===== config.mk =====
export PLATFORM = sky130hd
export DESIGN_NAME = seq_bin_to_bcd
export DESIGN_NICKNAME = d
export VERILOG_FILES = /design/src/rtl/seq_bin_to_bcd.sv
export SDC_FILE = /design/constraint.sdc
export NUM_CORES = 1
export LEC_CHECK = 0
export ABC_AREA = 1
export CAP_MARGIN = 20
export CORE_MARGIN = 2
export CORE_UTILIZATION = 35
export DETAILED_ROUTE_END_ITERATION = 12
export DONT_BUFFER_PORTS = 1
export PLACE_DENSITY = 0.54
export REMOVE_ABC_BUFFERS = 1
export SYNTH_ARGS = -nofsm -noshare
export SYNTH_HDL_FRONTEND = slang
export SYNTH_SLANG_ARGS = --single-unit
export TNS_END_PERCENT = 1

===== constraint.sdc =====
create_clock -name clk -period 3.9 [get_ports clk]
set_input_delay 0.585 -clock clk [delete_from_list [all_inputs] [get_ports clk]]
set_output_delay 0.585 -clock clk [all_outputs]
set_load 0.005 [all_outputs]

===== src/rtl/seq_bin_to_bcd.sv =====
// seq_bin_to_bcd: multi-cycle binary-to-BCD converter (shift-and-add-3).
// One input bit is consumed per clock. A start/busy/done handshake frames each
// conversion, and the result registers hold their value until the next completion.
// Optional macro SIGNED_INPUT_EN: treat bin as two's complement, convert its
// magnitude and report the sign on neg. Without it, neg is tied low.
module seq_bin_to_bcd #(
  parameter int BIN_W  = 16,
  parameter int DIGITS = 5
) (
  input  logic                  clk,
  input  logic                  rst_n,
  input  logic                  start,
  input  logic [BIN_W-1:0]      bin,
  output logic                  busy,
  output logic                  done,
  output logic [4*DIGITS-1:0]   bcd,
  output logic                  overflow,
  output logic                  neg
);

  localparam int ACC_W = 4 * DIGITS;
  localparam int CNT_W = $clog2(BIN_W);
  localparam logic [CNT_W-1:0] LAST = CNT_W'(BIN_W - 1);

  localparam logic [1:0] S_IDLE = 2'd0;
  localparam logic [1:0] S_CONV = 2'd1;
  localparam logic [1:0] S_FIN  = 2'd2;

  logic [1:0]       r_state;
  logic [CNT_W-1:0] r_cnt;
  logic [BIN_W-1:0] r_sr;
  logic [ACC_W-1:0] r_acc;
  logic             r_ovf_acc;
  logic [ACC_W-1:0] r_bcd;
  logic             r_ovf;

  logic [ACC_W-1:0] w_acc_adj;
  logic [ACC_W-1:0] w_acc_nxt;
  logic [BIN_W-1:0] w_sr_nxt;
  logic             w_ovf_nxt;
  logic [BIN_W-1:0] w_load;

`ifdef SIGNED_INPUT_EN
  logic r_neg_cap;
  logic r_neg;

  // Magnitude in BIN_W unsigned bits, so the most-negative value maps to 2^(BIN_W-1).
  assign w_load = bin[BIN_W-1] ? ((~bin) + BIN_W'(1)) : bin;
  assign neg    = r_neg;
`else
  assign w_load = bin;
  assign neg    = 1'b0;
`endif

  // Add 3 to every digit >= 5, then shift the next operand bit into the accumulator.
  always_comb begin
    w_acc_adj = r_acc;
    for (int unsigned d = 0; d < DIGITS; d++) begin
      if (r_acc[4*d +: 4] >= 4'd5) begin
        w_acc_adj[4*d +: 4] = r_acc[4*d +: 4] + 4'd3;
      end
    end
    w_acc_nxt = {w_acc_adj[ACC_W-2:0], r_sr[BIN_W-1]};
    w_sr_nxt  = {r_sr[BIN_W-2:0], 1'b0};
    w_ovf_nxt = r_ovf_acc | w_acc_adj[ACC_W-1];
  end

  // Control FSM, datapath shift and result registers.
  always_ff @(posedge clk) begin
    if (!rst_n) begin
      r_state   <= S_IDLE;
      r_cnt     <= '0;
      r_sr      <= '0;
      r_acc     <= '0;
      r_ovf_acc <= 1'b0;
      r_bcd     <= '0;
      r_ovf     <= 1'b0;
`ifdef SIGNED_INPUT_EN
      r_neg_cap <= 1'b0;
      r_neg     <= 1'b0;
`endif
    end else begin
      case (r_state)
        S_IDLE, S_FIN: begin
          if (start) begin
            r_sr      <= w_load;
            r_acc     <= '0;
            r_cnt     <= '0;
            r_ovf_acc <= 1'b0;
`ifdef SIGNED_INPUT_EN
            r_neg_cap <= bin[BIN_W-1];
`endif
            r_state   <= S_CONV;
          end else begin
            r_state   <= S_IDLE;
          end
        end
        S_CONV: begin
          r_acc     <= w_acc_nxt;
          r_sr      <= w_sr_nxt;
          r_ovf_acc <= w_ovf_nxt;
          r_cnt     <= r_cnt + CNT_W'(1);
          if (r_cnt == LAST) begin
            r_bcd   <= w_acc_nxt;
            r_ovf   <= w_ovf_nxt;
`ifdef SIGNED_INPUT_EN
            r_neg   <= r_neg_cap;
`endif
            r_state <= S_FIN;
          end
        end
        default: r_state <= S_IDLE;
      endcase
    end
  end

  assign busy     = (r_state == S_CONV);
  assign done     = (r_state == S_FIN);
  assign bcd      = r_bcd;
  assign overflow = r_ovf;

endmodule

---- After elaboration in Yosys (flattened, before gate mapping) ----
Index checks and enable logic that the tools add are counted.
word-level totals
  flip-flop bits (word level) ............. 64
  latch bits .............................. 0
  bits in writable memories ............... 0
  ROM bits ................................ 0
  word-level logic and storage cells ...... 45
  memories kept ........................... 0
cells by class
  add/subtract/negate cells ............... 6
  multipliers ............................. 0
  div/mod/pow operators ................... 0
  magnitude comparators ................... 5
  equal/unequal tests ..................... 5
  shift operators ......................... 0
  muxes and demuxes ....................... 16
  bitwise gates (word level) .............. 1
  reductions and logical operators ........ 5
operator list
  cell                                                                   count
  20-bit case mux with 2 select lines                                    1
  16-bit case mux with 2 select lines                                    1
  4-bit 2-to-1 mux                                                       6
  4-bit by 2-bit adder with 4-bit output, second input constant          5
  4-bit by 3-bit >= comparator with 1-bit output, second input constant  5
  20-bit 2-to-1 mux                                                      1
  16-bit 2-to-1 mux                                                      1
  4-bit case mux with 2 select lines                                     1
  4-bit by 1-bit adder with 4-bit output, second input constant          1
  4-bit == test, second input constant                                   1
  2-bit case mux with 2 select lines                                     1
  2-bit AND reduction                                                    2
  2-bit by 1-bit == test with 1-bit output, second input constant        1
  2-bit == test, second input constant                                   1
  2-bit logical NOT                                                      1
  1-bit 2-to-1 mux                                                       2
  2-bit 2-to-1 mux                                                       1
  2-bit by 1-bit != test with 1-bit output, second input constant        1
  2-bit != test, second input constant                                   1
  1-bit case mux with 2 select lines                                     1
  2-bit nonzero test                                                     1
  2-bit OR reduction                                                     1
  1-bit bitwise OR                                                       1

---- Depth between registers and ports, before layout ----
  depth after elaboration ................. 4
  gate-level depth with buffers ........... 10
  depth with buffers taken out ............ 10

---- Worst setup path before layout ----
Ideal clock, no wire load.
  path type ............................... input-to-reg
  from .................................... input rst_n
  to ...................................... register r_acc[10]
  setup time .............................. 0.120 ns
  arrival time ............................ 1.241 ns
  path slack .............................. 2.539 ns
  stages on the path ...................... 5
  buffers on the path ..................... 3
  cell sequence ........................... buf_2 > inv_1 > buf_2 > buf_2 > a21oi_1
RTL lines
  element                 RTL line  source
  start: declaration      11        input logic rst_n,
  end signal: assignment  99        r_acc <= w_acc_nxt;
  end: declaration        32        logic [ACC_W-1:0] r_acc;
No word-level cell between the ends.

---- Final worst setup path ----
  from .................................... register r_state[0]
  to ...................................... output busy
on the way
  cells in the longest elaborated chain, start to end .. 1
RTL lines
  element                                   RTL line  source
  start: declaration                        29        logic [1:0] r_state;
  start signal: assignment                  71        r_state <= S_IDLE;
  start signal: assignment                  93        r_state <= S_CONV;
  start signal: assignment                  95        r_state <= S_IDLE;
  2-bit by 1-bit == test with 1-bit output  117       assign busy = (r_state == S_CONV);
  end: declaration                          14        output logic busy,
No other way between the ends.

==> impl_metrics.json <==
{
  "power.switching_mw": 0.3404,
  "synth_ff_type": "dfxtp_1",
  "fmax_mhz": 471.9,
  "min_period_ps": 2119,
  "yosysTopAreaCellShare_pct": 42.14,
  "maxSlewHeadroom_pct": 39.51,
  "pwr-share-clk_pct": 46.2,
  "grt_overflow_total": 0,
  "r2r_slack_ps": 2030,
  "yosysTopAreaCell": "dfxtp_1",
  "reg2reg_depth": 5,
  "grt_pass1_wl_mm": 11.85,
  "place_area_mm2": 0.003062,
  "cpPeakStageDelay_ps": 690,
  "leakage_nw": 1.367,
  "cp-start-kind": "register",
  "htree_levels": 3,
  "dr.pass1.iters": 4,
  "antenna_left": 0,
  "root_buffer": "clkbuf_8",
  "grt_usage_pct": 15.45,
  "yosys_warnings": 0,
  "drc": 0,
  "max-clock-path-buffers": 2,
  "yosys-top-cells-count": "nand2_1 (145), dfxtp_1 (64), nand3_1 (43), inv_1 (41), a21oi_1 (27)",
  "finClkSkew_ps": 9.797,
  "syn_area_mm2": 0.003040,
  "synth_edf_count": 0,
  "combPwrFrac_pct": 4.9,
  "ys_ff_latch": 64,
  "slew_viol_final": 0,
  "cp.arrival_ps": 1530,
  "grt_pass1_vias": 2426,
  "antenna_found_initial": 0,
  "rsz0062_at_grt": "no",
  "cts_num_sinks": 64,
  "dieArea_mm2": 0.009449,
  "syn_to_final_growth_pct": 7.942,
  "start_util_pct": 35.56,
  "swShare_pct": 24.60,
  "grt_max_degree": 39,
  "die_w_um": 97.21,
  "drt_wl_total_mm": 6.890,
  "viasPerCell": 4.978,
  "hold_depth": 2,
  "n_antenna_cell": 0,
  "synth_cells": 431,
  "fin_crit_sh_pct": 54.34,
  "clock_latency_ps": 350,
  "crit_fanout": 25,
  "cp-end-kind": "primary output",
  "synth_area_per_cell_um2": 7.054,
  "ys_top_cells_by_area": "dfxtp_1 (42%), nand2_1 (18%), nand3_1 (7.1%), inv_1 (5.1%), ha_1 (4.5%)",
  "ctsResizeCount": 0,
  "seq_area_frac_synth_pct": 42.14,
  "drt_iter0_markers": 101,
  "cap_violations": 0,
  "cts_setup_buffers": 0,
  "hold_viol": 0,
  "io_buffers": 0,
  "outcome": "finished clean",
  "dr_total_vias": 2678,
  "fin_nets": 455,
  "setup_viol": 0,
  "final_cell_area_mm2": 0.003282,
  "cp_data_required_time_ps": 3310,
  "fp.coreArea_mm2": 0.008551,
  "cts_hold_buf": 0,
  "post-synth-top-count-cell": "nand2_1",
  "p_seq_share_pct": 48.8,
  "synthArstFlopShare_pct": 0,
  "hp-class": "primary input to register",
  "gp_congestion": 0.8147,
  "tightest_slew_ps": 906.4,
  "path_cells": "nand2_2 -> inv_1",
  "path_class": "register to primary output",
  "rows": 34,
  "ios": 43,
  "p_int_mw": 1.043,
  "wl_per_cell_um": 12.81,
  "clkTransAtPathRegs_ps": 70,
  "synth_cell_types": 26,
  "fin_setup_tns_ps": 0,
  "peakVddDrop_mv": 0.1758,
  "dp_hpwl_mm": 4.544,
  "numCtsBuffers": 9,
  "die_h_um": 97.21,
  "drive_above_1_share_pct": 6.977,
  "cellPowerDensity_mw_per_mm2": 421.6,
  "cp_slowest_cell": "inv_1",
  "cts_tree": "built"
}
## placed cells by master (no fill, tap or decap), drive strengths merged
master and count:
inv 44, a31oi 15, nand3 44, dfxtp 64, nand4 10, conb 1, nand2 149, o211ai 1
clkbuf 9, clkinvlp 3, bufinv 2, clkinv 2, a21oi 28, ha 11, o21ai 21, nor2 24
buf 2
## worst paths after layout
path	from	endpoint
min	rst_n	r_cnt[3]
max reg2reg	r_state[0]	r_ovf_acc
max	r_state[0]	busy
min reg2reg	r_sr[0]	r_sr[0]
## per-layer routing
| layer | wire length, um | GRT usage (%) |
|---|---|---|
| met5 | 0 | 0 |
| met4 | 35 | 4.550 |
| met3 | 428 | 6.115 |
| met2 | 3058 | 23.45 |
| met1 | 3368 | 20.29 |
## flip-flops by register name, indices dropped and copies added (netlist names)
signal	cells
r_ovf_acc	1
r_state	2
overflow	1
r_cnt	4
r_acc	20
r_sr	16
bcd	20
## per-stage QoR
| step | power (mW) | cells | util (%) | setup WS, ps | hold WS (ps) |
|---|---|---|---|---|---|
| final | 1.384 | 538 | 38.38 | 1781 | 367.9 |
| after global routing | 1.452 | 538 | 38.38 | 1664 | 358.8 |
| after CTS | 1.402 | 538 | 38.38 | 1743 | 352.3 |
| after detailed placement | 0.7611 | 522 | 35.81 | 1913 | 462.5 |
| after global placement | 0.7596 | 522 | 35.81 | 1930 | 452.0 |
| after floorplan | 0.7375 | 412 | - | 2235 | 438.4 |
## layout make-up
| cell class | count | area (um2) |
|---|---|---|
| Clock inverter | 7 | 96.34 |
| Timing Repair Buffer | 2 | 15.01 |
| Clock buffer | 9 | 123.9 |
| Fill cell | 918 | 5269 |
| Tap cell | 108 | 135.1 |
| Sequential cell | 64 | 1281 |
| Multi-Input combinational cell | 304 | 1465 |
| Inverter | 44 | 165.2 |
## power by group through the flow
stage / clock network, mW / logic, mW / registers [mW]
after floorplan: 0 / 0.0485 / 0.689
after detailed placement: 0 / 0.0703 / 0.691
after global routing: 0.695 / 0.0803 / 0.677
final: 0.639 / 0.0685 / 0.676
after CTS: 0.656 / 0.0702 / 0.676
after global placement: 0 / 0.0690 / 0.691
## cells by family (layout without fill, tap and decap cells)
family,after synthesis,count (layout),synth area share [%]
adders and majority gates,11,11,4.527
other,1,1,0.1233
and+or+nand+nor,227,227,32.02
buffers and inverters,63,62,9.671
DFF,64,64,42.14
AOI/OAI and AO/OA,65,65,11.52
## worst max-delay path, delay by kind of cell (launching register included)
| kind | cells | cell delay [ps] |
|---|---|---|
| flops | 1 | 360 |
| buf+inv | 1 | 690 |
| simple gates | 1 | 140 |
Note: power is estimated with default switching activity, not from simulation.
